### config.mk
export PLATFORM = sky130hd
export DESIGN_NAME = mc_array_ctrl
export DESIGN_NICKNAME = d
export VERILOG_FILES = /design/src/rtl/mc_array_ctrl.sv
export SDC_FILE = /design/constraint.sdc
export NUM_CORES = 1
export LEC_CHECK = 0
export CELL_PAD_IN_SITES_DETAIL_PLACEMENT = 0
export CELL_PAD_IN_SITES_GLOBAL_PLACEMENT = 1
export CORE_MARGIN = 2
export CORE_UTILIZATION = 33
export CTS_CLUSTER_DIAMETER = 50
export DETAILED_ROUTE_END_ITERATION = 7
export GPL_TIMING_DRIVEN = 1
export PLACE_DENSITY = 0.83
export SYNTH_ARGS = -nofsm -noshare
export SYNTH_HDL_FRONTEND = slang
export SYNTH_SLANG_ARGS = --single-unit
### constraint.sdc
create_clock -name clk -period 2.3 [get_ports clk]
set_input_delay 0.23 -clock clk [delete_from_list [all_inputs] [get_ports clk]]
set_output_delay 0.23 -clock clk [all_outputs]
set_load 0.01 [all_outputs]
### src/rtl/mc_array_ctrl.sv
// mc_array_ctrl: array command sequencer behind the AXI frame slave.
// Opens a row, streams column WR/RD per frame, closes it, refreshes.
module mc_array_ctrl #(
   parameter int AXI_ADDR_WIDTH  = 20,
   parameter int AXI_DATA_WIDTH  = 64,
   parameter int AXI_FRAME_WIDTH = AXI_ADDR_WIDTH + AXI_DATA_WIDTH + 3,
   parameter int T_RCD           = 2,
   parameter int T_WR            = 2,
   parameter int T_RP            = 2,
   parameter int T_RFC           = 8,
   parameter int T_REFI          = 512,
   parameter int RL              = 3
) (
   input  logic                       clk,
   input  logic                       rst_n,
   input  logic                       mc_en,
   input  logic [AXI_FRAME_WIDTH-1:0] axi_frame_data,
   input  logic                       axi_frame_valid,
   output logic                       axi_frame_ready,
   output logic [2:0]                 array_cmd,
   output logic [AXI_ADDR_WIDTH-7:0]  array_row,
   output logic [5:0]                 array_col,
   output logic [AXI_DATA_WIDTH-1:0]  array_wdata,
   input  logic [AXI_DATA_WIDTH-1:0]  array_dout,
   output logic [AXI_DATA_WIDTH-1:0]  array_rdata,
   output logic                       array_rvalid
);

   localparam int REF_W = $clog2(T_REFI);

   localparam logic [2:0] CMD_NOP = 3'd0;
   localparam logic [2:0] CMD_ACT = 3'd1;
   localparam logic [2:0] CMD_WR  = 3'd2;
   localparam logic [2:0] CMD_RD  = 3'd3;
   localparam logic [2:0] CMD_PRE = 3'd4;
   localparam logic [2:0] CMD_REF = 3'd5;

   // Wait-state reload values; the IDLE/PRE decision cycle is
   // part of each bound, so timings below 2 are not supported.
   localparam logic [7:0] LD_RCD = 8'(T_RCD - 2);
   localparam logic [7:0] LD_WR  = 8'(T_WR - 1);
   localparam logic [7:0] LD_RP  = 8'(T_RP - 2);
   localparam logic [7:0] LD_RFC = 8'(T_RFC - 2);

   typedef enum logic [2:0] {
      S_IDLE,
      S_WAIT_RCD,
      S_ACCESS,
      S_WAIT_WR,
      S_PRE,
      S_WAIT_RP,
      S_WAIT_RFC
   } state_t;

   state_t            r_state, w_state_nxt;
   logic [7:0]        r_cnt, w_cnt_nxt;
   logic              r_first, w_first_nxt;
   logic              r_is_wr, w_is_wr_nxt;
   logic [2:0]        w_cmd;
   logic              w_ref_issue;
   logic              w_wr_sel;
   logic              w_hs;
   logic [REF_W-1:0]  r_ref_cnt;
   logic              r_ref_pend;
   logic              w_ref_wrap;
   logic [RL:0]       r_rd_pipe;

   logic                      w_sof, w_eof, w_rw;
   logic [AXI_ADDR_WIDTH-1:0] w_addr;
   logic [AXI_DATA_WIDTH-1:0] w_data;

   assign w_sof  = axi_frame_data[AXI_FRAME_WIDTH-1];
   assign w_eof  = axi_frame_data[AXI_FRAME_WIDTH-2];
   assign w_rw   = axi_frame_data[AXI_FRAME_WIDTH-3];
   assign w_addr = axi_frame_data[AXI_DATA_WIDTH +: AXI_ADDR_WIDTH];
   assign w_data = axi_frame_data[AXI_DATA_WIDTH-1:0];

   assign axi_frame_ready = (r_state == S_ACCESS);
   assign w_hs            = axi_frame_valid && axi_frame_ready;
   assign w_ref_wrap      = (r_ref_cnt == REF_W'(T_REFI - 1));

   // Next-state and command decision; command lands one cycle later.
   always_comb begin
      w_state_nxt = r_state;
      w_cnt_nxt   = r_cnt;
      w_first_nxt = r_first;
      w_is_wr_nxt = r_is_wr;
      w_cmd       = CMD_NOP;
      w_ref_issue = 1'b0;
      w_wr_sel    = r_first ? w_rw : r_is_wr;
      unique case (r_state)
         S_IDLE: begin
            if (r_ref_pend) begin
               w_cmd       = CMD_REF;
               w_ref_issue = 1'b1;
               w_cnt_nxt   = LD_RFC;
               w_state_nxt = S_WAIT_RFC;
            end else if (mc_en && axi_frame_valid && w_sof) begin
               w_cmd       = CMD_ACT;
               w_cnt_nxt   = LD_RCD;
               w_first_nxt = 1'b1;
               w_state_nxt = S_WAIT_RCD;
            end
         end
         S_WAIT_RCD: begin
            if (r_cnt == 8'd0) w_state_nxt = S_ACCESS;
            else               w_cnt_nxt   = r_cnt - 8'd1;
         end
         S_ACCESS: begin
            if (w_hs) begin
               w_cmd       = w_wr_sel ? CMD_WR : CMD_RD;
               w_first_nxt = 1'b0;
               w_is_wr_nxt = w_wr_sel;
               if (w_eof) begin
                  if (w_wr_sel) begin
                     w_cnt_nxt   = LD_WR;
                     w_state_nxt = S_WAIT_WR;
                  end else begin
                     w_state_nxt = S_PRE;
                  end
               end
            end
         end
         S_WAIT_WR: begin
            if (r_cnt == 8'd0) w_state_nxt = S_PRE;
            else               w_cnt_nxt   = r_cnt - 8'd1;
         end
         S_PRE: begin
            w_cmd       = CMD_PRE;
            w_cnt_nxt   = LD_RP;
            w_state_nxt = S_WAIT_RP;
         end
         S_WAIT_RP, S_WAIT_RFC: begin
            if (r_cnt == 8'd0) w_state_nxt = S_IDLE;
            else               w_cnt_nxt   = r_cnt - 8'd1;
         end
         default: w_state_nxt = S_IDLE;
      endcase
   end

   // FSM state, wait counter and latched burst type.
   always_ff @(posedge clk or negedge rst_n) begin
      if (!rst_n) begin
         r_state <= S_IDLE;
         r_cnt   <= 8'd0;
         r_first <= 1'b0;
         r_is_wr <= 1'b0;
      end else begin
         r_state <= w_state_nxt;
         r_cnt   <= w_cnt_nxt;
         r_first <= w_first_nxt;
         r_is_wr <= w_is_wr_nxt;
      end
   end

   // Registered command bus; address/data fields hold between commands.
   always_ff @(posedge clk or negedge rst_n) begin
      if (!rst_n) begin
         array_cmd   <= CMD_NOP;
         array_row   <= '0;
         array_col   <= '0;
         array_wdata <= '0;
      end else begin
         array_cmd <= w_cmd;
         if (w_cmd == CMD_ACT)
            array_row <= w_addr[AXI_ADDR_WIDTH-1:6];
         if (w_cmd == CMD_WR || w_cmd == CMD_RD)
            array_col <= w_addr[5:0];
         if (w_cmd == CMD_WR)
            array_wdata <= w_data;
      end
   end

   // Free-running refresh interval counter; a wrap arms one refresh.
   always_ff @(posedge clk or negedge rst_n) begin
      if (!rst_n) begin
         r_ref_cnt  <= '0;
         r_ref_pend <= 1'b0;
      end else begin
         r_ref_cnt  <= w_ref_wrap ? '0 : r_ref_cnt + 1'b1;
         r_ref_pend <= w_ref_wrap | (r_ref_pend & ~w_ref_issue);
      end
   end

   // Read tracking pipe; stage RL lines up with array_dout.
   always_ff @(posedge clk or negedge rst_n) begin
      if (!rst_n) begin
         r_rd_pipe    <= '0;
         array_rvalid <= 1'b0;
         array_rdata  <= '0;
      end else begin
         r_rd_pipe    <= {r_rd_pipe[RL-1:0], (w_cmd == CMD_RD)};
         array_rvalid <= r_rd_pipe[RL];
         if (r_rd_pipe[RL])
            array_rdata <= array_dout;
      end
   end

endmodule
==> flow_summary.rst, run 1 <==
.. list-table::
   :header-rows: 1

   * - Metric
     - Value
   * - Required arrival time at the worst endpoint
     - 2.63 ns
   * - Share of synthesized area occupied by flip-flops and latches
     - 0.639
   * - Clock Path Buffers
     - 2
   * - Final estimated routing congestion in global placement
     - approximately 0.84
   * - Number of rows in the core area
     - between 50 and 60
   * - Detailed router's first-iteration violation count
     - between 200 and 250
   * - First-pass iteration count of the detailed router
     - 4
   * - Number of nets in the synthesized netlist
     - around 630
   * - Reported max-cap violation count
     - 0
   * - Achievable clock frequency
     - 491 MHz
   * - Final number of hold-violating endpoints
     - 0
   * - Worst-case headroom to the max-slew limit
     - 0.575
   * - Arrival time reported for the critical path endpoint
     - 2.37 ns
   * - Maximum resistive drop on vdd
     - 0.000457 V
   * - Synth top area share
     - 0.639
   * - Relative area change from synthesis to final layout
     - 58.3%
   * - Number of levels the H-tree was split into
     - 4
   * - Crit Path Class
     - reg -> reg
   * - Die area
     - 22400 µm²
   * - Wire length after detailed routing
     - around 19000 µm
   * - Worst hold stages
     - 0
   * - Post-Route Skew
     - between 0.01 and 0.015 ns
   * - Post-CTS Setup Repair Bufs
     - 0
   * - Antenna diodes
     - 0
   * - Final critical-path share of the clock period
     - 0.885
   * - Element type at the critical path end
     - register
   * - Hold path startpoint
     - r_rd_pipe[2]
   * - IO Count
     - around 310
   * - Cell Area, Synth
     - 7010 µm²
   * - Layout filler cell count
     - 1778
   * - Wire length of the first global-routing pass
     - 28400 µm
   * - Time the final worst path needs with I/O delays and setup
     - slightly above 2 ns
   * - Final setup vio count
     - 0
   * - Yosys warning total
     - 0
   * - Hold_ws
     - 0.345 ns
   * - CTS tree
     - built
   * - Area taken by multi-input logic gates
     - 2410 µm²
   * - Highest net fanout along the worst path
     - 6
   * - Ordered list of cells on the worst path
     - inv_1, ha_1, or4b_2, a211oi_1, nor3_1, o221ai_1
   * - # DRC
     - 0
   * - Number of enable flip-flop cells after synthesis
     - 0
   * - Post-synthesis cell count
     - roughly 470
   * - Later-pin clock latency in the skew report
     - 0.42 ns
   * - Maximum number of pins on one net before global-route repair
     - 66
   * - Leak
     - 0.00507 µW
   * - Grt ovf
     - 0
   * - Number of antenna violations at the first check in global routing
     - 0
   * - Status
     - completed
   * - Vias in the first global route
     - 5015
   * - Cell accounting for the most synthesized area
     - dfrtp_1
   * - Average wire length per cell after detail routing
     - 17.7 µm
   * - Seq cells post-synth
     - 179
   * - End point of the worst hold path
     - r_rd_pipe[3]
   * - Total core area
     - 21000 µm²
   * - RSZ-0062 raised after global routing
     - false
   * - Number of nets with antenna violations after routing
     - 0
   * - Commonest register cell after synthesis
     - dfrtp_1
   * - Root cell of the clock tree
     - clkbuf_16
   * - Startpoint class of the critical path
     - register
   * - Share of cells above drive strength 1
     - 0.255
   * - Largest cells by area after synthesis
     - dfrtp_1, mux2_2, a31oi_1
   * - Cell count of the worst reg-to-reg path
     - 6
   * - Setup slack after layout
     - 0.263 ns
   * - Type of the tightest min-delay check
     - reg -> reg
   * - Least-Margin Pin Slew
     - 0.637 ns
   * - DP Cell Count
     - 1043
   * - DR vias
     - approximately 5000
   * - Utilization of the core after routing
     - 0.530
   * - Max Transition Viols Final
     - 0
   * - Nets
     - 947
   * - Detailed placer's ending HPWL
     - 14100 µm
   * - Vias per std cell
     - ~4.7
   * - Biggest cell delay along the critical path
     - 0.60 ns
   * - Clock-pin slew reported for the worst setup and hold paths after clock tree synthesis
     - 0.07 ns
   * - Global Route Usage Sum
     - 0.165
   * - Die Y
     - 150 µm
   * - Accumulated negative setup slack
     - 0 ns
   * - Mean post-synth cell area
     - 15.1 µm²
   * - Clock sinks
     - 179
   * - Total CTS buffers
     - 17
   * - Number of input and output port buffers inserted
     - 307
   * - Die span in x
     - 150 µm
   * - Post-route insts no fill
     - about 1100
   * - Share of flip-flops with an asynchronous set or reset after synthesis
     - 1.00
   * - Power Dens Cells
     - approximately 580 nW/µm²
   * - Launching point of the worst reg2reg path
     - r_cnt[0]
   * - Pre-CTS worst setup slack
     - around 0.31 ns
   * - Area taken by flip-flops and latches
     - 4480 µm²
   * - Netlist cell types
     - 48
   * - Critical-path top delay cell
     - or4b_2
   * - Initial standard-cell utilization of the core
     - 0.335
   * - Endpoint of the most critical register-to-register path
     - r_cnt[1]
   * - Minimum setup slack among reg-to-reg paths
     - 0.26 ns
==> power by group <==
group | total (µW) | leakage (µW) | internal (µW) | switching (µW)
Sequential | 3160 | 0.00245 | 3150 | 3.82
Combinational | 366 | 0.00234 | 256 | 109
Clock | 2950 | 0.000289 | 1580 | 1370
Total | 6470 | 0.00507 | 4990 | 1480
==> cells in the mapped netlist, drive strengths merged (2+ instances only) <==
cell and n:
nor2 13, a22o 2, nor3 6, a211oi 2, nor4b 2, xor2 4, o21ai 10, a31oi 9
clkbuf 8, mux2 149, or3 4, buf 11, and2 2, inv 7, a21oi 5, nand4 2
ha 4, dfrtp 179, nand3 9, nand2 13, o2bb2ai 2, nor4 2, mux2i 2
==> worst max path at each step <==
stage / end / slack [ns] / startpoint
floorplan: array_row[10] / 0.45 / r_state[0]
global placement: r_cnt[0] / 0.33 / axi_frame_valid
detailed placement: r_cnt[0] / 0.31 / axi_frame_valid
CTS: r_cnt[5] / 0.30 / r_cnt[0]
global route: r_cnt[5] / 0.20 / r_cnt[0]
finish: r_cnt[1] / 0.26 / r_cnt[0]
==> through the flow <==
| step | instance area (µm²) | total power, µW |
|---|---|---|
| after CTS | 11100 | 6580 |
| final | 11100 | 6470 |
| after detailed placement | 10500 | 3590 |
| after floorplan | 7010 | 3230 |
| after global routing | 11100 | 6740 |
| after global placement | 10500 | 3580 |
==> flip-flops by register name (all words and copies together), names as in the netlist <==
| register | flops |
|---|---|
| array_cmd | 3 |
| array_col | 6 |
| array_rdata | 64 |
| array_row | 14 |
| array_rvalid | 1 |
| array_wdata | 64 |
| r_cnt | 8 |
| r_first | 1 |
| r_is_wr | 1 |
| r_rd_pipe | 4 |
| r_ref_cnt | 9 |
| r_ref_pend | 1 |
| r_state | 3 |
==> repair_timing <==
| action | 4_1_cts | 5_1_grt |
|---|---|---|
| hold buffers | 1 | 0 |
| gates resized for setup | 0 | 1 |
| hold endpoints to repair | 59 | 0 |
| setup endpoints to repair | 0 | 1 |
==> critical path, delay by kind of cell, from the launching register on <==
kind	cells	cell delay (ns)
AND/OR/NAND/NOR	2	0.71
AO/OA/AOI/OAI	2	0.48
flip-flops	1	0.39
adder cells (fa/ha/maj)	1	0.19
buffers and inverters	1	0.17
==> area by class of cell <==
cell class | count | share of cell area
clock buffer | 18 | 0.0395
tap | 275 | 0.0310
sequential | 179 | 0.403
inverter | 7 | 0.00237
timing repair buffer | 322 | 0.292
clock inverter | 14 | 0.0148
multi-input combinational | 261 | 0.217
==> routing by layer <==
metal  global-route usage  part of all wire  vias up
met5                    0                 0        -
met4               0.0599             0.022        0
met3               0.0427             0.072       30
met2                0.280              0.50      206
met1                0.203              0.40     2451
li1                     -                 -     2319
==> cells in the final DEF (no fill, tap or decap), types with 3 or more instances in the layout <==
cell / n
or3_1: 3
inv_8: 3
mux2_1: 4
xor2_1: 4
o21ai_0: 10
nor3_1: 5
nand2_1: 12
inv_1: 7
inv_6: 4
buf_4: 10
ha_1: 4
clkdlybuf4s50_1: 306
buf_12: 4
clkbuf_16: 17
a31oi_1: 9
nand3_1: 9
nor2_1: 13
dfrtp_1: 178
a21oi_1: 5
mux2_2: 145
==> cells by family after synthesis <==
kind of cell / after synthesis / share of synthesized area
AO/OA/AOI/OAI: 42 / 0.0412
XOR/XNOR: 5 / 0.00624
adder cells (fa/ha/maj): 4 / 0.00714
buffers and inverters: 26 / 0.0182
flip-flops: 179 / 0.639
multiplexers: 151 / 0.242
AND/OR/NAND/NOR: 59 / 0.0466
Note: power is estimated with default switching activity, not from simulation.
==> run 2, diff against run 1 <==
--- a/config.mk
+++ b/config.mk
@@ -12,6 +12,7 @@
 export CTS_CLUSTER_DIAMETER = 50
 export DETAILED_ROUTE_END_ITERATION = 7
 export GPL_TIMING_DRIVEN = 1
+export MAX_ROUTING_LAYER = met4
 export PLACE_DENSITY = 0.83
 export SYNTH_ARGS = -nofsm -noshare
 export SYNTH_HDL_FRONTEND = slang
==> run 2 against run 1 <==
- die area unchanged
- utilization unchanged
- total power about the same
- highest routed layer unchanged
- clock skew increased by 0.0032 ns
- combinational power about the same
- largest cell class unchanged
- critical endpoint unchanged
==> flow_summary.rst, run 2 (synthesis results as in run 1) <==
.. list-table::
   :header-rows: 1

   * - Metric
     - Value
   * - Status
     - completed
   * - Highest net fanout along the worst path
     - 6 (unchanged)
   * - Reported max-cap violation count
     - 0 (unchanged)
   * - # DRC
     - 0 (unchanged)
   * - Die span in x
     - 150 µm (unchanged)
   * - Vias per std cell
     - 4.67 (+0.46%)
   * - Number of levels the H-tree was split into
     - 4 (unchanged)
   * - RSZ-0062 raised after global routing
     - false
   * - DR vias
     - 5029 (+0.46%)
   * - Launching element of the worst setup path
     - r_cnt[0]
   * - Vias in the first global route
     - 5032 (+0.34%)
   * - Critical-path top delay cell
     - or4b_2
   * - Wire length of the first global-routing pass
     - 28400 µm (-0.12%)
   * - Crit Path Class
     - reg -> reg
   * - Required arrival time at the worst endpoint
     - 2.63 ns (about the same)
   * - Least-Margin Pin Slew
     - 0.634 ns (-0.00337 ns)
   * - Later-pin clock latency in the skew report
     - 0.43 ns (about the same)
   * - Layout filler cell count
     - 1778 (unchanged)
   * - Share of power burned in combinational logic
     - 0.056 (about the same)
   * - Launching point of the worst reg2reg path
     - r_cnt[0]
   * - Final setup vio count
     - 0 (unchanged)
   * - Arrival time reported for the critical path endpoint
     - 2.40 ns (+0.03 ns)
   * - Number of antenna violations at the first check in global routing
     - 0 (unchanged)
   * - Number of input and output port buffers inserted
     - 307 (unchanged)
   * - Proportion of power drawn by the clock network
     - 0.456 (about the same)
   * - IO Count
     - 308 (unchanged)
   * - Relative area change from synthesis to final layout
     - 58.3% (unchanged)
   * - Global Route Usage Sum
     - 0.170 (+0.00509)
   * - Maximum number of pins on one net before global-route repair
     - 66 (unchanged)
   * - Number of nets with antenna violations after routing
     - 0 (unchanged)
   * - CTS tree
     - built
   * - Element type at the critical path end
     - register
   * - Seq pwr share
     - 0.487 (about the same)
   * - Power Dens Cells
     - 583 nW/µm² (about the same)
   * - Initial standard-cell utilization of the core
     - 0.335 (unchanged)
   * - Pre-CTS worst setup slack
     - 0.315 ns (unchanged)
   * - Share of cells above drive strength 1
     - 0.255 (unchanged)
   * - Die area
     - 22400 µm² (unchanged)
   * - Sw Pwr
     - 1490 µW (+0.30%)
   * - Wire length after detailed routing
     - 19000 µm (+0.14%)
   * - Leak
     - 0.00507 µW (unchanged)
   * - Type of the tightest min-delay check
     - reg -> reg
   * - Clock sinks
     - 179 (unchanged)
   * - Clock Path Buffers
     - 2 (unchanged)
   * - Accumulated negative setup slack
     - 0 ns (unchanged)
   * - Power after layout
     - 6480 µW (about the same)
   * - Antenna diodes
     - 0 (unchanged)
   * - Top Registers
     - array_rdata (64), array_wdata (64), array_row (14)
   * - Detailed placer's ending HPWL
     - 14100 µm (unchanged)
   * - Startpoint class of the critical path
     - register
   * - Final number of hold-violating endpoints
     - 0 (unchanged)
   * - Total CTS buffers
     - 17 (unchanged)
   * - Max Transition Viols Final
     - 0 (unchanged)
   * - Final estimated routing congestion in global placement
     - 0.858 (+1.6%)
   * - Total placed instance area
     - 10500 µm² (unchanged)
   * - Crit-path leading delay family
     - simple AND/OR/NAND/NOR gates
   * - Time the final worst path needs with I/O delays and setup
     - 2.07 ns (+0.0310 ns)
   * - Fin area
     - 11100 µm² (unchanged)
   * - Achievable clock frequency
     - 484 MHz (-1.5%)
   * - Nets
     - 947 (unchanged)
   * - Detailed router's first-iteration violation count
     - 193 (-13%)
   * - Fraction of power spent switching nets
     - 0.230 (+0.000532)
   * - Average wire length per cell after detail routing
     - 17.7 µm (+0.14%)
   * - Setup slack after layout
     - 0.232 ns (-0.0310 ns)
   * - Buffering stage count on the worst path with inverters included
     - 1 (unchanged)
   * - Maximum resistive drop on vdd
     - 0.000459 V (+0.44%)
   * - First-pass iteration count of the detailed router
     - 5 (+1)
   * - Leading cell types in the layout, fill and taps excluded
     - clkdlybuf4s50_1, dfrtp_1, mux2_2
   * - Biggest cell delay along the critical path
     - 0.61 ns (about the same)
   * - Clock-pin slew reported for the worst setup and hold paths after clock tree synthesis
     - 0.07 ns (about the same)
   * - Worst-case headroom to the max-slew limit
     - 0.577 (+0.00225)
   * - Post-Route Skew
     - 0.0155 ns (+0.00325 ns)
   * - Number of rows in the core area
     - 53 (unchanged)
   * - Root cell of the clock tree
     - clkbuf_16
   * - Die Y
     - 150 µm (unchanged)
   * - Hold path startpoint
     - r_rd_pipe[2]
   * - Ordered list of cells on the worst path
     - inv_1, ha_1, or4b_2, a211oi_1, nor3_1, o221ai_1
   * - Total core area
     - 21000 µm² (unchanged)
   * - Final critical-path share of the clock period
     - 0.899 (+0.0135)
   * - Most frequent standard cell in the layout excluding fill and tap cells
     - clkdlybuf4s50_1
   * - Int Power
     - 4990 µW (about the same)
   * - Grt ovf
     - 0 (unchanged)
run 2: cell counts in the layout (fill, tap and decap cells not counted):
Identical to the previous run, type by type.
run 2: routing by layer:
metal	up-vias	wire [µm]	track usage
li1	2325	-	-
met1	2450	7770	0.205
met2	222	9500	0.279
met3	32	1380	0.0445
met4	0	392	0.0557
met5	-	0	-
run 2: final timing paths:
kind / depth (start not counted) / endpoint / slack [ns]
max: 6 / r_cnt[1] / 0.23
min: 0 / r_rd_pipe[3] / 0.34
max reg2reg: 6 / r_cnt[1] / 0.23
min reg2reg: 0 / r_rd_pipe[3] / 0.34
max in group asynchronous: 3 / array_rdata[62] / 1.18
min in group asynchronous: 2 / array_wdata[8] / 0.37
run 2: repair_timing:
item,in CTS,in global routing
hold endpoints to repair,59,0
buffers inserted,0,0
setup endpoints to repair,0,1
resized for setup,0,1
hold buffers,1,0
run 2: power by group through the flow:
stage               Combinational [µW]  Clock [µW]  Sequential [µW]
floorplan                         11.9           0             3220
global placement                   366           0             3220
detailed placement                 371           0             3220
CTS                                375        3050             3160
global route                       398        3200             3160
finish                             366        2960             3160
run 2: final cells by class:
cell class / count / area (µm²) / area share
repair buffers: 322 / 3240 / 0.292
multi-input cells: 261 / 2410 / 0.217
flip-flops and latches: 179 / 4480 / 0.403
clock inverters: 14 / 164 / 0.0148
clock buffers: 18 / 439 / 0.0395
well taps: 275 / 344 / 0.0310
inverters: 7 / 26.3 / 0.00237
run 2: through the flow:
step | hold WS (ns) | utilization | cells
after detailed placement | 0.280 | 0.500 | 1043
final | 0.344 | 0.530 | 1076
after global placement | 0.278 | 0.500 | 1043
after CTS | 0.345 | 0.530 | 1076
after global routing | 0.354 | 0.530 | 1076
after floorplan | -0.0656 | - | 466
==> run 3, diff against run 2 <==
--- a/config.mk
+++ b/config.mk
@@ -11,6 +11,7 @@
 export CORE_UTILIZATION = 33
 export CTS_CLUSTER_DIAMETER = 50
 export DETAILED_ROUTE_END_ITERATION = 7
+export GPL_ROUTABILITY_DRIVEN = 0
 export GPL_TIMING_DRIVEN = 1
 export MAX_ROUTING_LAYER = met4
 export PLACE_DENSITY = 0.83
==> results of run 3 <==
No change in the layout: final DEF, timing and power equal those of run 2.
